**src/rtl/counter_pkg.sv**
```systemverilog
// counter_pkg: shared state encoding and mode/direction constants for counter_timer
package counter_pkg;
  localparam int STATE_W = 2;
  localparam logic [STATE_W-1:0] STATE_IDLE = 2'd0;
  localparam logic [STATE_W-1:0] STATE_RUN  = 2'd1;
  localparam logic [STATE_W-1:0] STATE_DONE = 2'd2;
  typedef enum logic [STATE_W-1:0] {
    S_IDLE = STATE_IDLE,
    S_RUN  = STATE_RUN,
    S_DONE = STATE_DONE
  } state_t;
  localparam logic MODE_ONESHOT = 1'b0;
  localparam logic MODE_RELOAD  = 1'b1;
  localparam logic DIR_UP       = 1'b0;
  localparam logic DIR_DOWN     = 1'b1;
endpackage

```
**src/rtl/counter_prescaler.sv**
```systemverilog
// counter_prescaler: emits a step every div+1 enabled cycles; ports clk, rst, en, clr, div in, step out
module counter_prescaler #(
  parameter int W = 8
) (
  input  logic         clk,
  input  logic         rst,
  input  logic         en,
  input  logic         clr,
  input  logic [W-1:0] div,
  output logic         step
);
  logic [W-1:0] cnt;
  assign step = en && (cnt == div);
  always_ff @(posedge clk) begin
    if (rst || clr || step) cnt <= '0;
    else if (en) cnt <= cnt + W'(1);
  end
endmodule

```
**src/rtl/counter_timer.sv**
```systemverilog
// counter_timer: up/down one-shot/reload timer with start/stop/clear, sticky finished_o and tick_o pulse.
// Ports: clock_i, reset_i (sync, active-high), enable_i, start_i, stop_i, clear_i, mode_reload_i,
// dir_down_i, limit_i[WIDTH], prescale_i[PRESCALE_WIDTH] (only with COUNTER_PRESCALER_EN),
// counter_val_o, busy_o, finished_o, tick_o. Define COUNTER_PRESCALER_EN to add the step prescaler.
module counter_timer
  import counter_pkg::*;
#(
  parameter int WIDTH          = 11,
  parameter int PRESCALE_WIDTH = 8
) (
  input  logic                      clock_i,
  input  logic                      reset_i,
  input  logic                      enable_i,
  input  logic                      start_i,
  input  logic                      stop_i,
  input  logic                      clear_i,
  input  logic                      mode_reload_i,
  input  logic                      dir_down_i,
  input  logic [WIDTH-1:0]          limit_i,
`ifdef COUNTER_PRESCALER_EN
  input  logic [PRESCALE_WIDTH-1:0] prescale_i,
`endif
  output logic [WIDTH-1:0]          counter_val_o,
  output logic                      busy_o,
  output logic                      finished_o,
  output logic                      tick_o
);
  state_t state, state_n;
  logic [WIDTH-1:0] cnt, cnt_n, lim, lim_n;
  logic dir, dir_n, mode, mode_n, fin, fin_n, tk, tk_n, step, term;
`ifdef COUNTER_PRESCALER_EN
  logic [PRESCALE_WIDTH-1:0] pdiv;
  always_ff @(posedge clock_i) begin
    if (reset_i) pdiv <= '0;
    else if (start_i && !stop_i) pdiv <= prescale_i;
  end
  counter_prescaler #(.W(PRESCALE_WIDTH)) u_pre (
    .clk(clock_i),
    .rst(reset_i),
    .en(state == S_RUN && enable_i),
    .clr(start_i || stop_i),
    .div(pdiv),
    .step(step)
  );
`else
  assign step = (state == S_RUN) && enable_i;
`endif
  assign term = (dir == DIR_DOWN) ? (cnt == '0) : (cnt == lim);
  always_comb begin
    state_n = state;
    cnt_n   = cnt;
    lim_n   = lim;
    dir_n   = dir;
    mode_n  = mode;
    fin_n   = fin;
    tk_n    = 1'b0;
    if (stop_i) begin
      state_n = S_IDLE;
      cnt_n   = '0;
    end else if (start_i) begin
      lim_n   = limit_i;
      dir_n   = dir_down_i;
      mode_n  = mode_reload_i;
      cnt_n   = dir_down_i ? limit_i : '0;
      fin_n   = 1'b0;
      state_n = S_RUN;
    end else begin
      if (clear_i) begin
        fin_n = 1'b0;
        if (state == S_DONE) begin
          state_n = S_IDLE;
          cnt_n   = '0;
        end
      end
      // a finishing step overrides a coincident clear
      if (step && term) begin
        tk_n = 1'b1;
        if (mode == MODE_RELOAD) cnt_n = (dir == DIR_DOWN) ? lim : '0;
        else begin
          fin_n   = 1'b1;
          state_n = S_DONE;
        end
      end else if (step) cnt_n = (dir == DIR_DOWN) ? cnt - WIDTH'(1) : cnt + WIDTH'(1);
    end
  end
  always_ff @(posedge clock_i) begin
    if (reset_i) begin
      state <= S_IDLE;
      cnt   <= '0;
      lim   <= '0;
      dir   <= 1'b0;
      mode  <= 1'b0;
      fin   <= 1'b0;
      tk    <= 1'b0;
    end else begin
      state <= state_n;
      cnt   <= cnt_n;
      lim   <= lim_n;
      dir   <= dir_n;
      mode  <= mode_n;
      fin   <= fin_n;
      tk    <= tk_n;
    end
  end
  assign counter_val_o = cnt;
  assign busy_o        = (state == S_RUN);
  assign finished_o    = fin;
  assign tick_o        = tk;
endmodule

```
**config.mk**
```make
export PLATFORM = sky130hd
export DESIGN_NAME = counter_timer
export DESIGN_NICKNAME = d
export VERILOG_FILES = /design/src/rtl/counter_pkg.sv /design/src/rtl/counter_prescaler.sv /design/src/rtl/counter_timer.sv
export SDC_FILE = /design/constraint.sdc
export NUM_CORES = 1
export LEC_CHECK = 0
export ABC_AREA = 1
export CORE_ASPECT_RATIO = 0.6
export CORE_MARGIN = 2
export CORE_UTILIZATION = 55
export DETAILED_ROUTE_END_ITERATION = 6
export PLACE_DENSITY = 0.83
export SLEW_MARGIN = 25
export SYNTH_ARGS = -nofsm -noshare
export SYNTH_HDL_FRONTEND = slang
export SYNTH_SLANG_ARGS = --single-unit
```
**constraint.sdc**
```tcl
create_clock -name clock_i -period 2.4 [get_ports clock_i]
set_clock_uncertainty 0.05 [all_clocks]
set_input_delay 0.48 -clock clock_i [delete_from_list [all_inputs] [get_ports clock_i]]
set_output_delay 0.48 -clock clock_i [all_outputs]
set_load 0.005 [all_outputs]
```
# ---- Word level (Yosys, flattened, before mapping)
# Cells that the tools add are included.
dict set report totals {
  register_bits 28
  latchBits 0
  mem_bits_rw 0
  mem_bits_ro 0
  in_bits 19
  output_inout_bits 14
  word_cells 40
  n_memories 0
}
dict set report op_classes {
  n_addsub 2
  n_mul 0
  div_mod_pow 0
  order_cmp 0
  n_eq_ne 3
  n_shift 0
  n_mux 20
  bitwise 1
  reduce_logical 6
}
# operator n
set ops {}
lappend ops {{11-bit two-way mux} 9}
lappend ops {{11-bit by 1-bit adder with 11-bit output, second input constant} 1}
lappend ops {{11-bit == test} 1}
lappend ops {{11-bit zero test} 1}
lappend ops {{11-bit by 1-bit subtractor with 11-bit output, second input constant} 1}
lappend ops {{2-bit two-way mux} 4}
lappend ops {{1-bit two-way mux} 7}
lappend ops {{3-bit OR reduction} 1}
lappend ops {{2-bit by 1-bit == test with 1-bit output, second input constant} 1}
lappend ops {{2-bit == test, second input constant} 1}
lappend ops {{1-bit logical AND} 2}
lappend ops {{2-bit AND reduction} 1}
lappend ops {{2-bit OR reduction} 1}
lappend ops {{1-bit inverter} 1}

# ---- Logic depth before layout (Yosys ltp)
# Gate-level depths: netlist of the first run.
dict set report logic_depth {
  ltp_word 6
  mapped_depth 14
  ltp_nobuf 14
}

# ---- Least setup slack after synthesis of the first run
# No wires, ideal clock.
dict set report synth_timing {
  kind {register to register}
  startpoint {register dir}
  endpoint {register cnt[7] (netlist: counter_val_o[7])}
  t_arrival_ns 1.571
  path_slack_ns 0.667
  stages_incl_launch_ff 11
  path_buffers 0
  cell_sequence {dfxtp_1 > ha_1 > a21oi_1 > nor2_1 > nor2_1 > a21o_1 > nand3_1 > nand2_1 > nand2_1 > nand2_1 > nand2_1}
}
dict set report synth_between {
  elab_chain_cells 4
  word_cells_on_any_way 8
  classes_between {mux (7); reduce/logical (1)}
}
# element line_no
set synth_rtl {}
lappend synth_rtl {{start, declared} counter_timer.sv:30} ;# logic dir, dir_n, mode, mode_n, fin, fin_n, tk, tk_n, step, term;
lappend synth_rtl {{start signal, assigned} counter_timer.sv:99} ;# dir <= dir_n;
lappend synth_rtl {{11-bit two-way mux (tied with other cells) (2 in series)} counter_timer.sv:83} ;# end else if (step) cnt_n = (dir == DIR_DOWN) ? cnt - WIDTH'(1) : cnt + WIDTH'(1);
lappend synth_rtl {{11-bit two-way mux (*)} counter_timer.sv:76} ;# if (step && term) begin
lappend synth_rtl {{11-bit two-way mux (*)} counter_timer.sv:60} ;# end else if (start_i) begin
lappend synth_rtl {{end signal, assigned} counter_timer.sv:97} ;# cnt <= cnt_n;
lappend synth_rtl {{end, declared} counter_timer.sv:29} ;# logic [WIDTH-1:0] cnt, cnt_n, lim, lim_n;
# Every way passes the cells marked *; elsewhere a longest branch is shown, timed or not.
# A chain may end at the register's enable or synchronous reset.

# ---- Worst setup path in the final report of the first run
dict set report layout_timing {
  startpoint {register dir}
  endpoint {register cnt[6] (netlist: counter_val_o[6])}
}
# The elaborated chain is that of the path after synthesis.

==> summary by stage, run 1 <==
Clock network
The number of clock buffers added by TritonCTS is 3. The clock network latency to the later pin of the worst-skew pair is roughly 0.28 ns. The buffer levels on the longest clock path is 2. The total of hold buffers inserted after clock tree synthesis is 0. The clock net in this run drives a total of 28 sinks. The number of instances resized during post-cts repair is 0. CTS placed an instance of sky130_fd_sc_hd__clkbuf_8 at the clock tree root. In this run the number of H-tree levels came out at 1.

Clock-pin slew was measured on the worst setup and hold paths at approximately 0.1 ns. The clock tree from TritonCTS is built. The number of buffers inserted by post-CTS setup repair is 0.

Worst setup path
The largest individual stage delay along the critical path comes from the cell sky130_fd_sc_hd__fa_1. STA classifies the critical path endpoint as a flip-flop. The path type of the worst setup path is flip-flop to flip-flop. The source of the worst register-to-register timing path is dir$_SDFFE_PP0P_. The startpoint type of the worst setup path is a flip-flop. For the worst flop-to-flop path, the logic depth is 11.

Among the stages of the critical path, the cell type that occurs most often is sky130_fd_sc_hd__nand2_1. For the worst setup path, the data arrival time is ~2.2 ns. The maximum fanout count along the critical path is 9. The data required time at the worst endpoint is between 2 and 3 ns. On the worst path, the slowest cell contributes a delay of between 0.4 and 0.5 ns. Traced cell by cell, the critical path runs through buf_4 > fa_1 > nand3_1 > nand3_1 > a21oi_1 > or2_2 > nand3_1 > nand2_1 > nand2_1 > nand2_1 > nand2_1. In this run the worst setup path begins at dir$_SDFFE_PP0P_.

Routing
The overall routed net length is between 6 and 7 mm. The detailed router finished its first iteration with 221 violations. The average vias per placed instance is ~5.7. The remaining number of nets flagged by the antenna check after routing is 0. The wire length per cell after detailed routing is roughly 14 um. The first detailed-routing pass took 7 iterations. The number of design rule violations left after detail routing is 0. The total vias in the final route is between 2,000 and 3,000.

Global routing
The initial antenna violation count is 0. The global-route total usage across every layer is around 30%. For this run, global-route usage on met1 was measured as between 40% and 50%. The layer flagged by global routing as most heavily used is met2. The number of global-route vias before repair is about 2,300. The met3 layer usage reported by global route is between 6 and 7%.

For this run the aggregate overflow at the end of global routing stands at 0. In the global route stage, met2 resource usage came out at 48.3%. The largest net degree at the start of global routing is 20. The first-pass GRT wire length is roughly 11 mm.

Pwr
The switching share of power is slightly below 30%. The power density over the cells is roughly 430 nW/um2. IR analysis of the VDD net gives a maximum drop of between 0.2 and 0.25 mV. The part of the power in the clock network is about a third. The analysis attributes to cell leakage a power of approximately 1.4 nW. The share of total power in sequential cells is between 40% and 50%. Summed over all nets, the switching power comes to ~0.34 mW.

The design internal power is between 0.8 and 0.9 mW. The combinational share of power is about a quarter.

Floorplan
During I/O placement, the number of pins put on the boundary was 33. The die is roughly 54 um tall. The floorplan has 17 rows. The placeable core region is between 3000 and 4000 um2. The die covers between 4000 and 5000 um2. The initial core utilization is between 50% and 60%. Measured along the x axis, the die boundary spans roughly 87 um.

Placed design
The global placer's final weighted congestion is just over 1. In this run, placement finished with an instance count of between 400 and 500. The half-perimeter wire length after placement is about 5 mm.

The number of port buffers is 32.

Cells and area
The antenna diode count is 0. The final layout contains 435 nets. The area growth from synthesis to layout is 20.9%. The final standard cell count with taps included and fillers excluded is 452. The share of post-route cells with drive strength above 1 is under 10%.

Synthesis
The multiplexer fraction of the synthesized cell area is 0%. Yosys attributes the largest share of cell area to sky130_fd_sc_hd__dfxtp_1 25%, sky130_fd_sc_hd__nand2_1 19%, sky130_fd_sc_hd__nand3_1 13%. The area share of xor/xnor cells in the synthesized design is between 4 and 5%. Synthesis instantiated 34 different standard cells from the library. The count of state elements after synthesis is 28. Dividing the synthesized area by the synthesized cell count gives 6.13 um2. The sequential element share of the synthesized area is between 20 and 25%. The largest total area in the synthesized netlist belongs to sky130_fd_sc_hd__dfxtp_1.

Synthesis handed over a netlist of roughly 370 instances. The share of the synthesized area in the top cell type is 24.9%. The number of nets produced by synthesis is a little under 400.

The simple-gate share of the synthesized area is a little over two fifths. The arithmetic-cell share of the synthesized area counting full adders, half adders and majority gates is between 5 and 6%. The mapped netlist covers around 2200 um2. The warning count from the yosys run is 0.

The combinational family with the most area after synthesis is simple AND/OR/NAND/NOR gates. Summing the areas of all compound-gate instances in the mapped netlist gives 11.7% of the synthesized area.

Worst hold path
Counting instances, the worst hold path has a depth of 2. The path class of the tightest hold or removal check is flip-flop to flip-flop. The worst hold path begins at state[0]$_SDFF_PP0_.

Timing
Setup repair after global routing left no endpoint under its margin. Static timing analysis puts the maximum clock frequency at 477 MHz. The remaining max-slew budget at the tightest pin is 69.3%. The setup TNS after final layout is 0 ns.

The measured slew at the worst slew-check pin is approximately 0.46 ns. The final hold violation count is 0. The fraction of the cycle the final worst path needs is approximately 90%. The worst path in the final design needs a cycle of about 2.1 ns, including I/O delays and setup.

The setup violation total in the final timing report is 0. The max-slew violation count is 0.

Flow run
Max-cap violations in this run came to 0.

Status
The run finished with clean final reports.
-- synth_stat cells --
library cell,instances
sky130_fd_sc_hd__a21o_1,3
sky130_fd_sc_hd__a21oi_1,15
sky130_fd_sc_hd__a21oi_2,2
sky130_fd_sc_hd__buf_1,1
sky130_fd_sc_hd__buf_2,3
sky130_fd_sc_hd__buf_4,1
sky130_fd_sc_hd__buf_6,1
sky130_fd_sc_hd__buf_8,1
sky130_fd_sc_hd__clkbuf_1,3
sky130_fd_sc_hd__clkbuf_8,1
sky130_fd_sc_hd__dfxtp_1,28
sky130_fd_sc_hd__fa_1,1
sky130_fd_sc_hd__ha_1,9
sky130_fd_sc_hd__inv_1,37
sky130_fd_sc_hd__inv_2,1
sky130_fd_sc_hd__nand2_1,112
sky130_fd_sc_hd__nand2_2,4
sky130_fd_sc_hd__nand3_1,57
sky130_fd_sc_hd__nand3_2,1
sky130_fd_sc_hd__nand3_4,1
sky130_fd_sc_hd__nand3b_1,3
sky130_fd_sc_hd__nand4_1,3
sky130_fd_sc_hd__nor2_1,30
sky130_fd_sc_hd__nor2_2,1
sky130_fd_sc_hd__nor3_1,3
sky130_fd_sc_hd__nor3_2,1
sky130_fd_sc_hd__nor4_1,1
sky130_fd_sc_hd__o21ai_0,23
sky130_fd_sc_hd__o21bai_1,1
sky130_fd_sc_hd__o22ai_1,4
sky130_fd_sc_hd__or2_1,1
sky130_fd_sc_hd__or2_2,2
sky130_fd_sc_hd__xnor2_1,9
sky130_fd_sc_hd__xor2_1,3
-- power by group through the flow --
stage / combinational, mW / clock, mW / sequential [mW]
floorplan: 0.179 / 0 / 0.515
global placement: 0.267 / 0 / 0.517
detailed placement: 0.272 / 0 / 0.518
CTS: 0.274 / 0.390 / 0.507
global route: 0.310 / 0.403 / 0.510
finish: 0.278 / 0.382 / 0.507
-- cells by family after synthesis --
| kind of cell | after synthesis |
|---|---|
| flip-flops | 28 |
| AND/OR/NAND/NOR | 220 |
| XOR/XNOR | 12 |
| adder cells (fa/ha/maj) | 10 |
| buffers and inverters | 49 |
| AO/OA/AOI/OAI | 48 |
-- worst max-delay path: cells and delay by family (launching register included) --
family	cells	cell delay [ns]
AO/OA/AOI/OAI	1	0.20
adder cells (fa/ha/maj)	1	0.47
buffers and inverters	1	0.17
flip-flops	1	0.33
AND/OR/NAND/NOR	8	0.78
-- cell usage in the layout (no fill, tap or decap) --
cell | synthesis | layout
sky130_fd_sc_hd__nand3_4 | 1 | 1
sky130_fd_sc_hd__a21oi_1 | 15 | 15
sky130_fd_sc_hd__nand3_1 | 57 | 57
sky130_fd_sc_hd__inv_1 | 37 | 37
sky130_fd_sc_hd__nand4_1 | 3 | 3
sky130_fd_sc_hd__bufinv_16 | 0 | 1
sky130_fd_sc_hd__clkbuf_8 | 1 | 3
sky130_fd_sc_hd__ha_1 | 9 | 9
sky130_fd_sc_hd__inv_2 | 1 | 1
sky130_fd_sc_hd__nor3_1 | 3 | 3
sky130_fd_sc_hd__or2_2 | 2 | 2
sky130_fd_sc_hd__xor2_1 | 3 | 3
sky130_fd_sc_hd__clkdlybuf4s50_1 | 0 | 32
sky130_fd_sc_hd__nor2_1 | 30 | 30
sky130_fd_sc_hd__a21oi_2 | 2 | 2
sky130_fd_sc_hd__nor4_1 | 1 | 1
sky130_fd_sc_hd__xnor2_1 | 9 | 9
sky130_fd_sc_hd__buf_4 | 1 | 13
sky130_fd_sc_hd__a21o_1 | 3 | 3
sky130_fd_sc_hd__nand3_2 | 1 | 1
sky130_fd_sc_hd__o21ai_0 | 23 | 23
sky130_fd_sc_hd__fa_1 | 1 | 1
sky130_fd_sc_hd__nand3b_1 | 3 | 3
sky130_fd_sc_hd__or2_1 | 1 | 1
sky130_fd_sc_hd__nor2_2 | 1 | 1
sky130_fd_sc_hd__nand2_1 | 112 | 112
sky130_fd_sc_hd__dfxtp_1 | 28 | 28
sky130_fd_sc_hd__nor3_2 | 1 | 1
sky130_fd_sc_hd__o22ai_1 | 4 | 4
sky130_fd_sc_hd__nand2_2 | 4 | 4
sky130_fd_sc_hd__o21bai_1 | 1 | 1
-- per-stage QoR --
step | hold WS, ns | area [um2] | power (mW) | utilization, % | setup WS [ns]
5_1_grt | 0.461 | 2720 | 1.22 | 71.8 | 0.161
4_1_cts | 0.455 | 2720 | 1.17 | 71.8 | 0.350
3_5_place_dp | 0.438 | 2650 | 0.789 | 70.0 | 0.295
3_3_place_gp | 0.434 | 2650 | 0.785 | 70.0 | 0.395
6_report | 0.448 | 2720 | 1.17 | 71.8 | 0.302
2_1_floorplan | 0.406 | 2250 | 0.694 | - | 0.667
-- final cells by class --
| cell class | instances | area (um2) |
|---|---|---|
| Tap cell | 47 | 58.8 |
| Sequential cell | 28 | 561 |
| Multi-Input combinational cell | 290 | 1470 |
| Fill cell | 344 | 1070 |
| Clock inverter | 1 | 30.0 |
| Inverter | 38 | 143 |
| Timing Repair Buffer | 45 | 418 |
| Clock buffer | 3 | 41.3 |
-- worst paths after layout --
path	slack (ns)	end
setup / recovery	0.30	counter_val_o[6]$_SDFF_PP0_
hold / removal	0.45	state[0]$_SDFF_PP0_
setup reg to reg	0.30	counter_val_o[6]$_SDFF_PP0_
hold reg to reg	0.45	state[0]$_SDFF_PP0_
-- sequential cells by signal, summed over array words and instances (netlist names) --
| signal | flops |
|---|---|
| state | 2 |
| lim | 11 |
| finished_o | 1 |
| counter_val_o | 11 |
| dir | 1 |
| mode | 1 |
| tick_o | 1 |
-- routing by layer --
layer	wire, um	vias up
li1	-	1278
met1	3110	1149
met2	2740	116
met3	516	13
met4	85	0
met5	0	-
Note: power is estimated with default switching activity, not from simulation.
==> run 2: changes to the inputs <==
--- a/config.mk
+++ b/config.mk
@@ -9,6 +9,7 @@
 export CORE_ASPECT_RATIO = 0.6
 export CORE_MARGIN = 2
 export CORE_UTILIZATION = 55
+export CTS_CLUSTER_DIAMETER = 150
 export DETAILED_ROUTE_END_ITERATION = 6
 export PLACE_DENSITY = 0.83
 export SLEW_MARGIN = 25
==> results of run 2 <==
Final layout, timing and power as in run 1 (identical DEF).
==> run 3: changes to the inputs <==
--- a/config.mk
+++ b/config.mk
@@ -6,6 +6,7 @@
 export NUM_CORES = 1
 export LEC_CHECK = 0
 export ABC_AREA = 1
+export CAP_MARGIN = 10
 export CORE_ASPECT_RATIO = 0.6
 export CORE_MARGIN = 2
 export CORE_UTILIZATION = 55
==> results of run 3 <==
Final layout, timing and power as in run 1 (identical DEF).
